[src/rtl/pipe_fetch_ctrl_if.sv]
// rtl/pipe_fetch_ctrl_if.sv - instruction memory fetch bus between fetch controller and memory
interface pipe_fetch_ctrl_if;
   logic        imem_req;
   logic [31:0] imem_addr;
   logic        imem_rdy;
   logic [31:0] imem_data;

   modport master (
      output imem_req,
      output imem_addr,
      input  imem_rdy,
      input  imem_data
   );

   modport slave (
      input  imem_req,
      input  imem_addr,
      output imem_rdy,
      output imem_data
   );
endinterface

[src/rtl/pipe_fetch_ctrl.sv]
// rtl/pipe_fetch_ctrl.sv - pipeline fetch controller with memory timeout; FETCH_PERF_EN adds fetch/stall counters
module pipe_fetch_ctrl #(
   parameter logic [31:0] RESET_PC = 32'h0000_0000,
   parameter int unsigned TIMEOUT  = 15
) (
   input  logic               clock,
   input  logic               reset,
   input  logic [1:0]         pcsource,
   input  logic [31:0]        bpc,
   input  logic [31:0]        rpc,
   input  logic [31:0]        jpc,
   input  logic               stall,
   pipe_fetch_ctrl_if.master  imem,
   output logic [31:0]        pc,
   output logic [31:0]        pc4,
   output logic [31:0]        inst,
   output logic               inst_valid,
   output logic               fetch_err
`ifdef FETCH_PERF_EN
   ,
   output logic [31:0]        fetch_cnt,
   output logic [31:0]        stall_cnt
`endif
);

   typedef enum logic [1:0] {
      IDLE  = 2'd0,
      REQ   = 2'd1,
      VALID = 2'd2
   } state_t;

   // counter value at which one more empty REQ cycle means timeout
   localparam logic [7:0] WAIT_LAST = 8'(TIMEOUT - 1);

   state_t      state;
   state_t      state_nxt;
   logic [7:0]  wait_cnt;
   logic [31:0] pc_nxt;
   logic        accept;
   logic        timeout_hit;

   // acceptance happens only in VALID without stall; targets are ignored otherwise
   assign accept      = (state == VALID) && !stall;
   // an imem_rdy in the final cycle takes priority over the timeout
   assign timeout_hit = (state == REQ) && !imem.imem_rdy && (wait_cnt == WAIT_LAST);
   assign pc4         = pc + 32'd4;
   assign imem.imem_addr = pc;

   // state register
   always_ff @(posedge clock) begin
      if (reset) begin
         state <= IDLE;
      end else begin
         state <= state_nxt;
      end
   end

   // next-state logic; IDLE is terminal once a timeout has occurred
   always_comb begin
      state_nxt = state;
      case (state)
         IDLE:    if (!fetch_err) state_nxt = REQ;
         REQ: begin
            if (imem.imem_rdy)    state_nxt = VALID;
            else if (timeout_hit) state_nxt = IDLE;
         end
         VALID:   if (accept) state_nxt = REQ;
         default: state_nxt = IDLE;
      endcase
   end

   // state-decoded outputs
   always_comb begin
      imem.imem_req = (state == REQ);
      inst_valid    = (state == VALID);
   end

   // next-PC select, used only on the acceptance cycle
   always_comb begin
      pc_nxt = pc4;
      case (pcsource)
         2'b00:   pc_nxt = pc4;
         2'b01:   pc_nxt = bpc;
         2'b10:   pc_nxt = rpc;
         default: pc_nxt = jpc;
      endcase
   end

   // pc, instruction buffer, wait counter and sticky error
   always_ff @(posedge clock) begin
      if (reset) begin
         pc        <= RESET_PC;
         inst      <= 32'd0;
         wait_cnt  <= 8'd0;
         fetch_err <= 1'b0;
      end else begin
         if (accept) begin
            pc <= pc_nxt;
         end
         if ((state == REQ) && imem.imem_rdy) begin
            inst <= imem.imem_data;
         end
         // held at zero outside REQ so every REQ entry starts from zero
         if (state != REQ) begin
            wait_cnt <= 8'd0;
         end else if (!imem.imem_rdy) begin
            wait_cnt <= wait_cnt + 8'd1;
         end
         if (timeout_hit) begin
            fetch_err <= 1'b1;
         end
      end
   end

`ifdef FETCH_PERF_EN
   // performance counters, free-running modulo 2^32
   always_ff @(posedge clock) begin
      if (reset) begin
         fetch_cnt <= 32'd0;
         stall_cnt <= 32'd0;
      end else begin
         if (accept) begin
            fetch_cnt <= fetch_cnt + 32'd1;
         end
         if ((state == VALID) && stall) begin
            stall_cnt <= stall_cnt + 32'd1;
         end
      end
   end
`endif

endmodule

[src/flat_wrapper.sv]
// flat-port wrapper written by rule: the top's interface ports become plain ports
module pipe_fetch_ctrl_flat 
#(
   parameter logic [31:0] RESET_PC = 32'h0000_0000,
   parameter int unsigned TIMEOUT  = 15
)
  (clock, reset, pcsource, bpc, rpc, jpc, stall, pc, pc4, inst, inst_valid, fetch_err, imem_imem_req, imem_imem_addr, imem_imem_rdy, imem_imem_data);
  pipe_fetch_ctrl_if imem_i ();
  input  logic clock;
  input  logic reset;
  input  logic [1:0] pcsource;
  input  logic [31:0] bpc;
  input  logic [31:0] rpc;
  input  logic [31:0] jpc;
  input  logic stall;
  output logic [31:0] pc;
  output logic [31:0] pc4;
  output logic [31:0] inst;
  output logic inst_valid;
  output logic fetch_err;
  output wire logic [$bits(imem_i.imem_req)-1:0] imem_imem_req;
  output wire logic [$bits(imem_i.imem_addr)-1:0] imem_imem_addr;
  input wire logic [$bits(imem_i.imem_rdy)-1:0] imem_imem_rdy;
  input wire logic [$bits(imem_i.imem_data)-1:0] imem_imem_data;
  assign imem_imem_req = imem_i.imem_req;
  assign imem_imem_addr = imem_i.imem_addr;
  assign imem_i.imem_rdy = imem_imem_rdy;
  assign imem_i.imem_data = imem_imem_data;
  pipe_fetch_ctrl #(.RESET_PC(RESET_PC), .TIMEOUT(TIMEOUT)) u_core (.clock(clock), .reset(reset), .pcsource(pcsource), .bpc(bpc), .rpc(rpc), .jpc(jpc), .stall(stall), .imem(imem_i), .pc(pc), .pc4(pc4), .inst(inst), .inst_valid(inst_valid), .fetch_err(fetch_err));
endmodule
[config.mk]
export PLATFORM = sky130hd
export DESIGN_NAME = pipe_fetch_ctrl_flat
export DESIGN_NICKNAME = d
export VERILOG_FILES = /design/src/rtl/pipe_fetch_ctrl_if.sv /design/src/rtl/pipe_fetch_ctrl.sv /design/src/flat_wrapper.sv
export SDC_FILE = /design/constraint.sdc
export NUM_CORES = 1
export LEC_CHECK = 0
export BUFFER_PORTS_ARGS = -buffer_cell sky130_fd_sc_hd__buf_2
export CAP_MARGIN = 30
export CORE_ASPECT_RATIO = 1.2
export CORE_MARGIN = 2
export CORE_UTILIZATION = 45
export DETAILED_ROUTE_END_ITERATION = 8
export PLACE_DENSITY = 0.88
export SLEW_MARGIN = 20
export SYNTH_ARGS = -nofsm -noshare
export SYNTH_HDL_FRONTEND = slang
export SYNTH_SLANG_ARGS = --single-unit
[constraint.sdc]
create_clock -name clock -period 2.7 [get_ports clock]
set_input_delay 0.54 -clock clock [delete_from_list [all_inputs] [get_ports clock]]
set_output_delay 0.54 -clock clock [all_outputs]
set_load 0.005 [all_outputs]
# --- After elaboration in Yosys (flattened, before gate mapping) ---
# Cells that the tools add are included.
word_totals:
  reg_bits: 75
  input_bits: 134
  out_inout_bits: 131
  wordCells: 32
op_classes:
  add_sub_neg: 2
  eq_ne: 9
  n_mux: 6
  reduce_logical: 10
op_table:
  columns: ["op", "n"]
  rows:
  - ["32-bit one-hot mux with 3 select lines", 1]
  - ["32-bit by 3-bit adder with 32-bit output, second input constant", 1]
  - ["8-bit by 1-bit adder with 8-bit output, second input constant", 1]
  - ["8-bit by 4-bit equality test with 1-bit output, second input constant", 1]
  - ["2-bit two-way mux", 4]
  - ["2-bit one-hot mux with 3 select lines", 1]
  - ["2-bit by 1-bit equality test with 1-bit output, second input constant", 2]
  - ["2-bit equality test, second input constant", 2]
  - ["1-bit logical AND", 4]
  - ["2-bit logical NOT", 2]
  - ["2-bit by 1-bit != test with 1-bit output, second input constant", 2]
  - ["3-bit by 1-bit != test with 1-bit output, second input constant", 1]
  - ["3-bit AND reduction", 1]
  - ["1-bit logical NOT", 2]
  - ["2-bit != test, second input constant", 1]
  - ["2-bit OR reduction", 1]

# --- Longest topological paths before layout ---
logic_depth:
  depth_word: 6
  ltp_mapped: 8
  mapped_depth_nobuf: 6

# --- Least setup slack after synthesis ---
# No wires, ideal clock.
synth_path:
  kind: "register -> output"
  from: "register u_core.pc[6], in the netlist u_core.imem.imem_addr[6]"
  to: "output port pc4[23]"
  arrival_time_ps: 1655
  required_ps: 2160
  setup_slack_ps: 505
  path_stages_with_launch: 8
  path_buffers: 2
  path_cell_list: "dfxtp_1 -> buf_2 -> nand4_1 -> buf_6 -> nor4_4 -> nand2_1 -> nor2_1 -> xnor2_1"
synth_between:
  elab_chain_cells: 1
synth_lines:
  columns: ["element", "line_no", "text"]
  rows:
  - ["start, declared", "pipe_fetch_ctrl.sv:14", "output logic [31:0] pc,"]
  - ["start signal, assigned", "pipe_fetch_ctrl.sv:98", "pc <= pc_nxt;"]
  - ["32-bit by 3-bit adder with 32-bit output", "pipe_fetch_ctrl.sv:46", "assign pc4 = pc + 32'd4;"]
  - ["end, declared", "flat_wrapper.sv:17", "output logic [31:0] pc4;"]
# No other way between the ends.

# --- Final worst setup path ---
layout_path:
  from: "register u_core.pc[9], in the netlist u_core.imem.imem_addr[9]"
  to: "output port pc4[21]"
# The elaborated chain is that of the path after synthesis.

==> metrics.csv <==
metric,value,unit
status,finished clean,
start_util,45.7,%
grt_pass1_wl,24.6,mm
htreeDepth,3,
post-place-cells,938,
core_area,10400,sq um
max_slew_margin,39.5,%
holdCritPathClass,input port to flop,
cts_inserted_buffers,9,
dr.pass1.iters,6,
syn_area,4740,sq um
multi_input_area,2790,sq um
drt-vias-per-instance,5.54,
drtAntennaViolNets,0,
fp.dieH,116,um
timing.final.ws_setup,0.108,ns
maxSlewViolCount,0,
final_area,6370,sq um
hold_viol,0,
cp.arrival,2.05,ns
drtIter0Drc,321,
row_count,41,
vias,5295,
critical_path_required,2.16,ns
cts_tree,yes,
synth_edf_count,0,
finalWirelength,15.9,mm
path_clk_slew,0.06,ns
finClkSkew,0.00887,ns
io_pins,265,
antenna_cells,0,
synthesis.nets,731,
dpl.hpwl,12.1,mm
final_layout_size_suffix_gt1_share,44.3,%
fillCellCount,974,
tns,0,ns
regArea,1510,sq um
critPathKind,flop to output pin,
p_leak,3.02,nW
gp_congestion,0.908,
grt_pass1_vias,4978,
ctsHoldBuffers,0,
worstMarginPinSlew,0.908,ns
antenna_found_initial,1,
total_power,2.84,mW
wl_per_cell,16.6,um
fin_crit_sh,96.0,%
finalSetupViolations,0,
synth_cell_types,56,
final_cells,956,
critPathMaxFanout,11,
avgSynthCellArea,7.98,sq um
clock_path_buffers,2,
syn_to_final_growth,34.5,%
placed_area,6000,sq um
p_per_area,446,nW/um^2
critPathCaptureType,output pin,
clk_latency,0.33,ns
ys.flop_type,dfxtp_1,
drc_errors,0,
fmax,386,MHz
final_nets,959,
grt.total_usage,26.8,%
peakVddDrop,0.000354,V
clock-sinks,75,
yosysWarnings,0,
preCtsSetupSlack,0.249,ns
grt_overflow,0,
grt_max_degree,64,
maxCapViolCount,0,
ys_ff_latch,75,
io_buffers,264,
die_width,97.7,um
die_area,11400,sq um
final.min_clock_period,2.59,ns
synth_seq_area_share,31.7,%
cp-start-kind,flop,
postSynthCellCount,594,
ctsRootBufferMaster,clkbuf_16,
async_reset_ff_share,0,%
-- where the power goes --
group          internal (mW)  total [mW]  switching (mW)
registers               1.14        1.17          0.0264
clock network          0.749        1.24           0.496
logic                  0.210       0.428           0.218
-- layer usage --
metal	wire length, um	up-vias	GRT usage, %
met2	7930	268	48.3
li1	-	2522	-
met3	1250	40	6.04
met4	397	2	9.81
met5	13	-	0
met1	6300	2463	31.6
-- through the flow --
| stage | utilization [%] | hold slack [ns] |
|---|---|---|
| final | 61.5 | 0.440 |
| after global routing | 61.5 | 0.439 |
| after detailed placement | 57.9 | 0.443 |
| after floorplan | - | 0.453 |
| after global placement | 57.9 | 0.438 |
| after CTS | 61.0 | 0.433 |
-- path summary, 6_finish.rpt --
kind | from | endpoint | slack, ns | depth (start not counted)
setup / recovery | u_core.imem.imem_addr[9]$_SDFFE_PP0P_ | pc4[21] | 0.11 | 6
hold / removal | imem_imem_data[24] | u_core.inst[24]$_SDFFE_PP0P_ | 0.44 | 3
setup reg to reg | u_core.imem.imem_addr[2]$_SDFFE_PP0P_ | u_core.imem.imem_addr[20]$_SDFFE_PP0P_ | 0.58 | 7
hold reg to reg | u_core.inst[8]$_SDFFE_PP0P_ | u_core.inst[8]$_SDFFE_PP0P_ | 0.45 | 2
-- Yosys cell counts, types with 11 or more instances --
cell type | instances | area [sq um]
buf_2 | 11 | 55.1
xor2_1 | 11 | 96.3
a22oi_1 | 13 | 97.6
nand2_1 | 96 | 360
dfxtp_1 | 75 | 1500
a21oi_1 | 59 | 295
nand4_1 | 14 | 87.6
xnor2_1 | 24 | 210
clkbuf_1 | 24 | 90.1
inv_1 | 11 | 41.3
nor2_1 | 42 | 158
o21ai_0 | 18 | 90.1
nand3_1 | 16 | 80.1
buf_4 | 34 | 255
mux2_2 | 18 | 203
-- critical path, stage by stage, from the launching register on --
cell and delay (ns):
dfxtp_2 0.37, nand4_1 0.10, buf_4 0.21, or4_4 0.57
nor2_1 0.17, xor2_1 0.17, buf_2 0.13
-- final cells by class --
class / instances / share of cell area, %
multi-input cells: 430 / 43.8
well taps: 129 / 2.53
flip-flops and latches: 75 / 23.7
clock buffers: 10 / 3.75
clock inverters: 6 / 1.14
repair buffers: 294 / 24.3
inverters: 12 / 0.707
-- cells in the final DEF (no fill, tap or decap), types with 13 or more instances in the layout --
cell and count:
nand3_1 16, nand2_1 94, mux2_2 18, dfxtp_1 68, xnor2_1 24, a21oi_1 59, buf_4 29, o21ai_0 18
buf_2 264, nand4_1 14, a22oi_1 13, nor2_1 42
-- logic make-up (layout without fill, tap and decap cells) --
logic type	count (synthesis)	after routing	synth area share, %
AND/OR/NAND/NOR	223	223	23.2
XOR/XNOR	35	35	6.47
AO/OA/AOI/OAI	134	134	17.7
multiplexers	35	35	9.98
flip-flops	75	75	31.7
adder cells (fa/ha/maj)	3	3	0.792
buffers and inverters	89	322	10.2
-- state kept, by name (all words and copies together) (netlist names) --
name                   flops
u_core.wait_cnt            8
u_core.inst               32
u_core.state               2
u_core.fetch_err           1
u_core.imem.imem_addr     32
-- repair_timing --
action,4_1_cts,5_1_grt
setup endpoints to repair,6,11
gates resized for setup,2,13
pin swaps,0,1
setup buffers,0,1
No activity file was read; power rests on OpenSTA's default activity.
